$ cat src/rtl/wb_select_pipe.sv
// Registered MIPS write-back stage: source select, destination resolve, 2-entry skid buffer.
// Define WB_FWD_EN to expose the head-entry forwarding outputs fwd_valid/fwd_addr/fwd_data.
module wb_select_pipe #(
  parameter int DW       = 32,
  parameter int NSRC     = 4,
  parameter int SELW     = 2,
  parameter int AW       = 5,
  parameter int LINK_REG = 31
) (
  input  logic               clk,
  input  logic               rst_n,
  input  logic               in_valid,
  output logic               in_ready,
  input  logic [SELW-1:0]    in_sel,
  input  logic [NSRC*DW-1:0] in_data,
  input  logic [1:0]         in_dst_sel,
  input  logic [AW-1:0]      in_rt,
  input  logic [AW-1:0]      in_rd,
  input  logic               in_we,
  output logic               out_valid,
  input  logic               out_ready,
  output logic               out_we,
  output logic [AW-1:0]      out_addr,
  output logic [DW-1:0]      out_data,
  output logic               sel_err
`ifdef WB_FWD_EN
  ,
  output logic               fwd_valid,
  output logic [AW-1:0]      fwd_addr,
  output logic [DW-1:0]      fwd_data
`endif
);

  typedef struct packed {
    logic          v;
    logic          we;
    logic [AW-1:0] addr;
    logic [DW-1:0] data;
  } entry_t;

  entry_t        head_q, head_d, skid_q, skid_d, new_e;
  logic          sel_err_q, sel_err_d;
  logic          sel_ok, dst_nowr, accept, pop;
  logic [DW-1:0] mux_data;
  logic [AW-1:0] dst_addr;

  assign sel_ok = (32'(in_sel) < 32'(NSRC));
  assign accept = in_valid && in_ready;
  assign pop    = head_q.v && out_ready;

  always_comb begin
    mux_data = '0;
    for (int unsigned k = 0; k < NSRC; k++) begin
      if (32'(in_sel) == k) mux_data = in_data[k*DW +: DW];
    end
  end

  always_comb begin
    dst_addr = '0;
    dst_nowr = 1'b0;
    case (in_dst_sel)
      2'b00:   dst_addr = in_rt;
      2'b01:   dst_addr = in_rd;
      2'b10:   dst_addr = AW'(LINK_REG);
      default: dst_nowr = 1'b1;
    endcase
  end

  always_comb begin
    new_e      = '0;
    new_e.v    = 1'b1;
    new_e.addr = dst_addr;
    new_e.we   = in_we && sel_ok && !dst_nowr && (dst_addr != '0);
    new_e.data = sel_ok ? mux_data : '0;
  end

  // Skid only fills while the head is stalled; in_ready=!skid.v keeps it from overflowing.
  always_comb begin
    head_d    = head_q;
    skid_d    = skid_q;
    sel_err_d = sel_err_q || (accept && !sel_ok);
    if (!head_q.v) begin
      if (accept) head_d = new_e;
    end else if (pop) begin
      if (skid_q.v) begin
        head_d = skid_q;
        skid_d = '0;
      end else if (accept) begin
        head_d = new_e;
      end else begin
        head_d = '0;
      end
    end else if (accept) begin
      skid_d = new_e;
    end
  end

  always_ff @(posedge clk) begin
    if (!rst_n) begin
      head_q    <= '0;
      skid_q    <= '0;
      sel_err_q <= 1'b0;
    end else begin
      head_q    <= head_d;
      skid_q    <= skid_d;
      sel_err_q <= sel_err_d;
    end
  end

  assign in_ready  = !skid_q.v;
  assign out_valid = head_q.v;
  assign out_we    = head_q.we;
  assign out_addr  = head_q.addr;
  assign out_data  = head_q.data;
  assign sel_err   = sel_err_q;

`ifdef WB_FWD_EN
  assign fwd_valid = head_q.v && head_q.we;
  assign fwd_addr  = head_q.addr;
  assign fwd_data  = head_q.data;
`endif

endmodule
$ cat config.mk
export PLATFORM = sky130hd
export DESIGN_NAME = wb_select_pipe
export DESIGN_NICKNAME = d
export VERILOG_FILES = /design/src/rtl/wb_select_pipe.sv
export SDC_FILE = /design/constraint.sdc
export NUM_CORES = 1
export LEC_CHECK = 0
export CAP_MARGIN = 20
export CORE_ASPECT_RATIO = 2
export CORE_MARGIN = 8
export CORE_UTILIZATION = 42
export CTS_BUF_LIST = sky130_fd_sc_hd__clkbuf_8
export DETAILED_ROUTE_END_ITERATION = 16
export PLACE_DENSITY = 0.8
export SYNTH_ARGS = -nofsm -noshare
export SYNTH_HDL_FRONTEND = slang
export SYNTH_SLANG_ARGS = --single-unit
$ cat constraint.sdc
create_clock -name clk -period 1.8 [get_ports clk]
set_input_delay 0.36 -clock clk [delete_from_list [all_inputs] [get_ports clk]]
set_output_delay 0.36 -clock clk [all_outputs]
set_load 0.1 [all_outputs]
# [Word-level counts from Yosys, hierarchy flattened]
# Index checks and enable logic that the tools add are counted.
[word_totals] register_bits=78 inputBits=147 output_inout_bits=41 word_cells=42
[op_classes] eq_ne=7 n_mux=13 reduce_logical=14
[op_table] operator="39-bit 2-to-1 mux" count=7
[op_table] operator="32-bit 2-to-1 mux" count=4
[op_table] operator="38-bit 2-to-1 mux" count=1
[op_table] operator="5-bit one-hot mux with 3 select lines" count=1
[op_table] operator="2-bit == test, second input constant" count=3
[op_table] operator="5-bit nonzero test" count=1
[op_table] operator="2-bit by 1-bit == test with 1-bit output, second input constant" count=2
[op_table] operator="1-bit logical AND" count=4
[op_table] operator="2-bit zero test" count=2
[op_table] operator="2-bit AND reduction" count=2
[op_table] operator="2-bit nonzero test" count=2
[op_table] operator="3-bit AND reduction" count=1
[op_table] operator="3-bit OR reduction" count=1
[op_table] operator="2-bit by 1-bit != test with 1-bit output, second input constant" count=1
[op_table] operator="2-bit != test, second input constant" count=1
[op_table] operator="1-bit zero test" count=1

# [Logic depth before layout (Yosys ltp)]
# Gate-level depths: netlist of the first run.
[depth] word_depth=9 mapped_depth=7 mapped_depth_nobuf=4

# [Least setup slack after synthesis of the first run]
# OpenSTA, ideal clock, no wires.
[synth_timing] path_type="flip-flop to flip-flop" from="reg head_q (netlist bit out_valid)" to="reg skid_q[10] (netlist bit)" setup_time_ns=0.117 t_arrival_ns=1.985 t_required_ns=1.683 path_slack_ns=-0.302 stages_incl_launch_ff=7 path_buffers=3 period_less_slack_ns=2.102 cell_sequence="dfxtp_1 -> clkbuf_1 -> o21ai_1 -> and2_1 -> buf_2 -> buf_6 -> a22o_1"
[synth_between] elab_chain_cells=3 elab_cells_between_ends=5 cone_classes="eq/ne: 1; mux: 1; reduce/logical: 3"
[synth_lines] element="start, declared" line_no="41" rtl="entry_t head_q, head_d, skid_q, skid_d, new_e;"
[synth_lines] element="start signal, assigned" line_no="100" rtl="head_q <= '0;"
[synth_lines] element="start signal, assigned" line_no="104" rtl="head_q <= head_d;"
[synth_lines] element="1-bit logical AND" line_no="49" rtl="assign pop = head_q.v && out_ready;"
[synth_lines] element="2-bit != test (no line) or 2-bit nonzero test (tied branches)"
[synth_lines] element="3-bit AND reduction (no line)"
[synth_lines] element="end signal, assigned" line_no="105" rtl="skid_q <= skid_d;"
[synth_lines] element="end, declared" line_no="41"
# Several ways; a longest one is shown, not always the timed one.
# A chain may end at the register's enable or synchronous reset.

# [Worst setup path after layout of the first run]
[layout_timing] from="in in_valid" to="reg skid_q[0] (netlist bit)"
[layout_between] elab_chain_cells=3
[layout_lines] element="start, declared" line_no="12" rtl="input logic in_valid,"
[layout_lines] element="1-bit logical AND" line_no="48" rtl="assign accept = in_valid && in_ready;"
[layout_lines] element="2-bit nonzero test (no line)"
[layout_lines] element="3-bit AND reduction (no line)"
# Every way passes these cells.

==> metrics.cfg, run 1 <==
[timing]
skew_ns = 0.006831
rsz0062_at_grt = false
layout_min_cycle_time_ns = 1.612
period_share_pct = 89.54
fmax_mhz = 620.4
hold_violations = 0
slew_viol_final = 0
finalSetupViolCount = 0

[floorplan]
dieWidth_um = 83.62
die_h_um = 151.2
initial_core_util_pct = 42.91
fp.dieArea_um2 = 12650
core-area_um2 = 8951
row_count = 49
pin_count = 188

[cts]
post_cts_buffers = 0
tritoncts = done
clock_sinks = 78
clock_path_buffers = 2
clk_transition_reported_paths_ns = 0.07
cts_buffers = 9
root_buffer = clkbuf_8
clock_latency_ns = 0.34
htreeDepth = 3

[worst_setup_path]
crit_path_max_fanout = 18
required_ns = 2.03
reg2reg_from = skid_q[38]
worstPathArrival_ns = 1.85
start_kind = input pin
cp-startpoint = in_valid
worstSetupPathType = input pin to flop
cp-end-kind = flop

[global_routing]
grt_pass1_vias = 4374
grt_max_degree = 33
grt_pass1_wl_mm = 21.47
gr-total-overflow = 0
grt_util_met2_pct = 40.01
grt_use_met1_pct = 20.27
antenna_found_initial = 0
gr-max-usage-layer = met2
met3_usage_pct = 4.577
track_usage_pct = 20.99

[flow_run]
cap_viol_max_count = 0

[detailed_routing]
viasPerCell = 5.801
ant_nets = 0
first_pass_iters = 4
drt_iter0_markers = 282
drc = 0
totalWireLength_mm = 13.76
wl_per_cell_um = 20.14
vias = 3962

[final_layout]
syn2layout_area_growth_pct = 71.34
nets = 723
fillers = 610
finish.utilization_pct = 73.53
diodes = 0
drive_above_1_share_pct = 21.00

[yosys]
syn_avg_cell_area_um2 = 9.824
synth_ff_type = dfxtp_1
syn_nets = 538
yosysWarnings = 0
yosysSeqAreaShare_pct = 40.65
syn_inst = 391
async_flop_share_pct = 0
yosysUniqueCellTypes = 33
ys_seq_elements = 78
syn_area_um2 = 3841
synth_edf_count = 0

[power]
power_mw = 5.395
sequentialPowerShare_pct = 36.2
clockPowerShare_pct = 26.0
internal_power_mw = 3.549
leakagePower_nw = 2.443
power_frac_comb_pct = 37.8
powerDensity_nw_per_um2 = 819.7
p_sw_mw = 1.846
ir_drop_mv = 0.4223
p_sw_share_pct = 34.22

[placed_design]
hpwlAfterDp_mm = 10.70
routabilityCongestion = 0.8163
portBuffers = 186

[worst_hold_path]
min-delay-start = rst_n
hp-class = input pin to flop

[run_status]
run_status = finished, final reports clean

[power by group through the flow]
stage	Combinational (mW)	Sequential [mW]	Clock (mW)
after global placement	2.00	1.99	0
after floorplan	0.497	2.57	0
after global routing	2.13	1.97	1.50
final	2.04	1.95	1.40
after detailed placement	2.04	1.99	0
after CTS	2.05	1.95	1.42
[synth_stat cells (4+ instances only)]
master	count	area share, %
dfxtp_1	78	41
o21ai_0	71	9.3
nand2_1	36	3.5
a21oi_1	35	4.6
mux4_2	32	19
nor2b_1	21	3.4
a22oi_1	19	3.7
a22o_1	18	4.1
clkbuf_1	14	1.4
nor2_1	12	1.2
buf_2	11	1.4
buf_1	5	0.49
o2bb2ai_1	5	1.1
a221oi_1	4	0.91
buf_4	4	0.78
[final timing paths]
| path | cells after the start | to | slack [ns] |
|---|---|---|---|
| max | 6 | skid_q[0] | 0.19 |
| max reg2reg | 5 | out_data[29] | 0.32 |
| min reg2reg | 1 | skid_q[31] | 0.48 |
| min | 3 | skid_q[38] | 0.39 |
[cell type report]
type,instances,area (um2),share of cell area [%]
multi-input combinational,275,2116,32.15
tap,102,127.6,1.939
inverter,1,3.754,0.05703
timing repair buffer,211,2552,38.78
sequential,78,1563,23.75
clock buffer,13,178.9,2.719
clock inverter,3,40.04,0.6084
[layout by cell type (no fill, tap or decap), drive strengths merged]
cell type / count
a21boi: 1
a21o: 1
a21oi: 35
a221oi: 4
a22o: 18
a22oi: 19
and2: 3
buf: 67
bufinv: 1
clkbuf: 13
clkdlybuf4s50: 144
clkinv: 2
conb: 1
dfxtp: 78
inv: 1
mux4: 32
nand2: 36
nand2b: 2
nand3: 1
nor2: 12
nor2b: 21
nor3: 2
nor3b: 1
o2111ai: 1
o21a: 2
o21ai: 73
o2bb2ai: 5
o31a: 2
o31ai: 1
or4: 2
[cells by family (layout without fill, tap and decap cells)]
group | Yosys count | count (layout) | share of synthesized area [%]
AO/OA/AOI/OAI | 162 | 162 | 25.60
AND/OR/NAND/NOR | 80 | 80 | 10.16
flip-flops | 78 | 78 | 40.65
buffers and inverters | 38 | 228 | 4.723
multiplexers | 32 | 32 | 18.76
other | 1 | 1 | 0.09763
[worst max-delay path, cell delays in order]
cell and delay (ns):
clkdlybuf4s50_1 0.56, nor3b_2 0.26, o21ai_2 0.09, and2_1 0.19
buf_12 0.15, a22o_1 0.23
[flip-flops by register name, indices dropped and copies added, names as in the netlist]
register / count
out_data: 32
out_valid: 1
out_addr: 5
skid_q: 39
out_we: 1
[routing by layer]
layer,part of all wire [%],routed length (um)
met1,34,4674
met2,57,7883
met3,5.6,768
met4,3.1,431
met5,0,0
[metrics by stage]
stage | std cells | hold WS, ns | setup slack (ns) | TNS [ns] | cell area [um2]
floorplan | 391 | 0.4372 | 0.002623 | 0 | 3842
global placement | 667 | 0.4506 | -0.08418 | -3.342 | 6360
detailed placement | 667 | 0.4564 | -0.1406 | -6.965 | 6360
CTS | 683 | 0.3768 | 0.1908 | 0 | 6579
global route | 683 | 0.3942 | 0.09239 | 0 | 6581
finish | 683 | 0.3892 | 0.1883 | 0 | 6581
[repair_timing]
action	CTS	global route
hold buffers	0	0
endpoints found under the setup margin	0	1
resized for setup	0	1
No activity file was read; power rests on OpenSTA's default activity.
==> run 2: changes to the inputs <==
--- a/config.mk
+++ b/config.mk
@@ -8,10 +8,11 @@
 export CAP_MARGIN = 20
 export CORE_ASPECT_RATIO = 2
 export CORE_MARGIN = 8
-export CORE_UTILIZATION = 42
+export CORE_UTILIZATION = 38
 export CTS_BUF_LIST = sky130_fd_sc_hd__clkbuf_8
 export DETAILED_ROUTE_END_ITERATION = 16
-export PLACE_DENSITY = 0.8
+export HOLD_SLACK_MARGIN = 0.12
+export PLACE_DENSITY = 0.76
 export SYNTH_ARGS = -nofsm -noshare
 export SYNTH_HDL_FRONTEND = slang
 export SYNTH_SLANG_ARGS = --single-unit
==> constraint.sdc (replaced) <==
create_clock -name clk -period 1.4 [get_ports clk]
set_input_delay 0.28 -clock clk [delete_from_list [all_inputs] [get_ports clk]]
set_output_delay 0.28 -clock clk [all_outputs]
set_load 0.1 [all_outputs]
==> metrics.cfg, run 2 (synthesis gave the netlist of run 1 again) <==
[placed_design]
routabilityCongestion = 0.8566  ; +4.9%
dp_cells = 710  ; +6.4%
portBuffers = 186  ; unchanged
hpwlAfterDp_mm = 10.30  ; -3.8%
post_dp_cell_area_um2 = 6496  ; +2.1%

[power]
power_frac_comb_pct = 38.0  ; +0.2 points
clockPowerShare_pct = 27.2  ; +1.2 points
sequentialPowerShare_pct = 34.8  ; -1.4 points
powerDensity_nw_per_um2 = 1043  ; +27%
internal_power_mw = 4.761  ; +34%
ir_drop_mv = 0.5893  ; +40%
leakagePower_nw = 2.648  ; +8.4%
power_mw = 7.217  ; +34%
p_sw_share_pct = 34.04  ; -0.18 points
p_sw_mw = 2.457  ; +33%

[timing]
fmax_mhz = 697.2
slew_viol_final = 0  ; unchanged
rsz0062_at_grt = true
setup_ws_ns = -0.03432  ; -0.2226 ns
finalSetupViolCount = 1  ; +1
final.setup.tns_ns = -0.03432  ; -0.03432 ns
layout_min_cycle_time_ns = 1.434
period_share_pct = 102.5
hold_violations = 0  ; unchanged
skew_ns = 0.005098  ; -0.001733 ns

[worst_setup_path]
cp-end-kind = output port
start_kind = flop
worstRegToRegCells = 5  ; unchanged
crit_path_max_fanout = 4  ; -14
worstPathArrival_ns = 1.15  ; -0.70 ns
required_ns = 1.12  ; -0.91 ns
worstSetupPathType = flop to output port

[flow_run]
cap_viol_max_count = 0  ; unchanged

[cts]
root_buffer = clkbuf_8
clock_path_buffers = 2  ; unchanged
cts_buffers = 9  ; unchanged
tritoncts = done
htreeDepth = 3  ; unchanged
clk_transition_reported_paths_ns = 0.08  ; about the same
clock_latency_ns = 0.36  ; +0.02 ns
clock_sinks = 78  ; unchanged
cts_hold_buf = 0  ; unchanged

[final_layout]
fin_area_um2 = 6920  ; +5.2%
regMostFlops = skid_q
layout.cells.non_filler = 735  ; +7.6%
largest_register_ffs = 39  ; unchanged
diodes = 0  ; unchanged
syn2layout_area_growth_pct = 80.16
fillers = 753  ; +23%
nets = 742  ; +2.6%
drive_above_1_share_pct = 25.83  ; +4.8 points
final_cell_mix = 135 x clkdlybuf4s50_1, 76 x dfxtp_1, 49 x buf_12, 37 x o21ai_0, 35 x nand2_1
final_common_cell = clkdlybuf4s50_1

[global_routing]
grt_max_degree = 35  ; +6.1%
track_usage_pct = 20.18  ; -0.80 points
grt_pass1_wl_mm = 21.58  ; +0.55%
antenna_found_initial = 0  ; unchanged
grt_pass1_vias = 4377  ; +0.069%
gr-total-overflow = 0  ; unchanged

[floorplan]
dieWidth_um = 87.09  ; +4.1%
initial_core_util_pct = 38.59  ; -4.3 points
pin_count = 188  ; unchanged
fp.dieArea_um2 = 13780  ; +8.9%
row_count = 52  ; +6.1%
core-area_um2 = 9955  ; +11%
die_h_um = 158.2  ; +4.6%

[detailed_routing]
viasPerCell = 5.423  ; -6.5%
wl_per_cell_um = 19.17  ; -4.8%
drc = 0  ; unchanged
ant_nets = 0  ; unchanged
drt_iter0_markers = 273  ; -3.2%
first_pass_iters = 4  ; unchanged
vias = 3986  ; +0.61%
totalWireLength_mm = 14.09  ; +2.4%

[run_status]
violations = setup timing
run_status = complete, but fails checks

[worst_hold_path]
hold_path_depth = 3  ; unchanged
hp-class = input pin to flop

[run 2: cell types whose count changed in the layout (fill, tap and decap cells not counted), sizes merged, moves of 2 or more]
cell,delta
a21o,+2
dlymetal6s2s,+6
dlygate4sd2,+3
buf,+17
clkdlybuf4s50,-9
[run 2: final cells by class]
cell class,count,area (um2),area share [%]
clock buffer,12,165.2,2.387
timing repair buffer,228,2714,39.22
multi-input combinational,277,2227,32.18
tap,135,168.9,2.441
sequential,78,1569,22.67
clock inverter,4,68.82,0.9944
inverter,1,7.507,0.1085
[run 2: metal layers]
metal  vias up  track usage (%)  part of all wire [%]
met5         -                0                     0
met4         0            6.942                   1.9
met3        17            9.256                    11
met2       192            33.47                    50
met1      1895            21.98                    37
li1       1882                -                     -
[run 2: through the flow]
stage | utilization, % | setup slack [ns] | hold WS [ns]
after floorplan | - | -0.1354 | 0.3817
after global placement | 65.26 | -0.3787 | 0.4554
after detailed placement | 65.26 | -0.4397 | 0.4580
after CTS | 68.68 | -0.01390 | 0.2943
after global routing | 69.52 | -0.05836 | 0.3247
final | 69.52 | -0.03432 | 0.3189
[run 2: worst paths after layout]
check                           slack (ns)          to  startpoint
worst min-delay path                  0.32  skid_q[37]       rst_n
worst max register to register        0.06  skid_q[37]  skid_q[38]
worst max-delay path                 -0.03    in_ready  skid_q[38]
worst min register to register        0.48   skid_q[1]   skid_q[1]
[run 2: repair_timing]
action,4_1_cts,5_1_grt
cloned,3,2
pin swaps,4,6
setup endpoints to repair,22,65
resized for setup,20,17
setup buffers,3,1
[run 2: power by group through the flow]
stage / Clock (mW) / Sequential (mW) / Combinational, mW
2_1_floorplan: 0 / 3.31 / 0.701
3_3_place_gp: 0 / 2.55 / 2.61
3_5_place_dp: 0 / 2.56 / 2.64
4_1_cts: 1.98 / 2.51 / 2.72
5_1_grt: 2.09 / 2.53 / 2.87
6_report: 1.96 / 2.51 / 2.74
[run 2: critical path: stages, from the launching register on]
cell,delay [ns]
dfxtp_4,0.38
buf_6,0.11
clkinvlp_4,0.12
buf_12,0.19
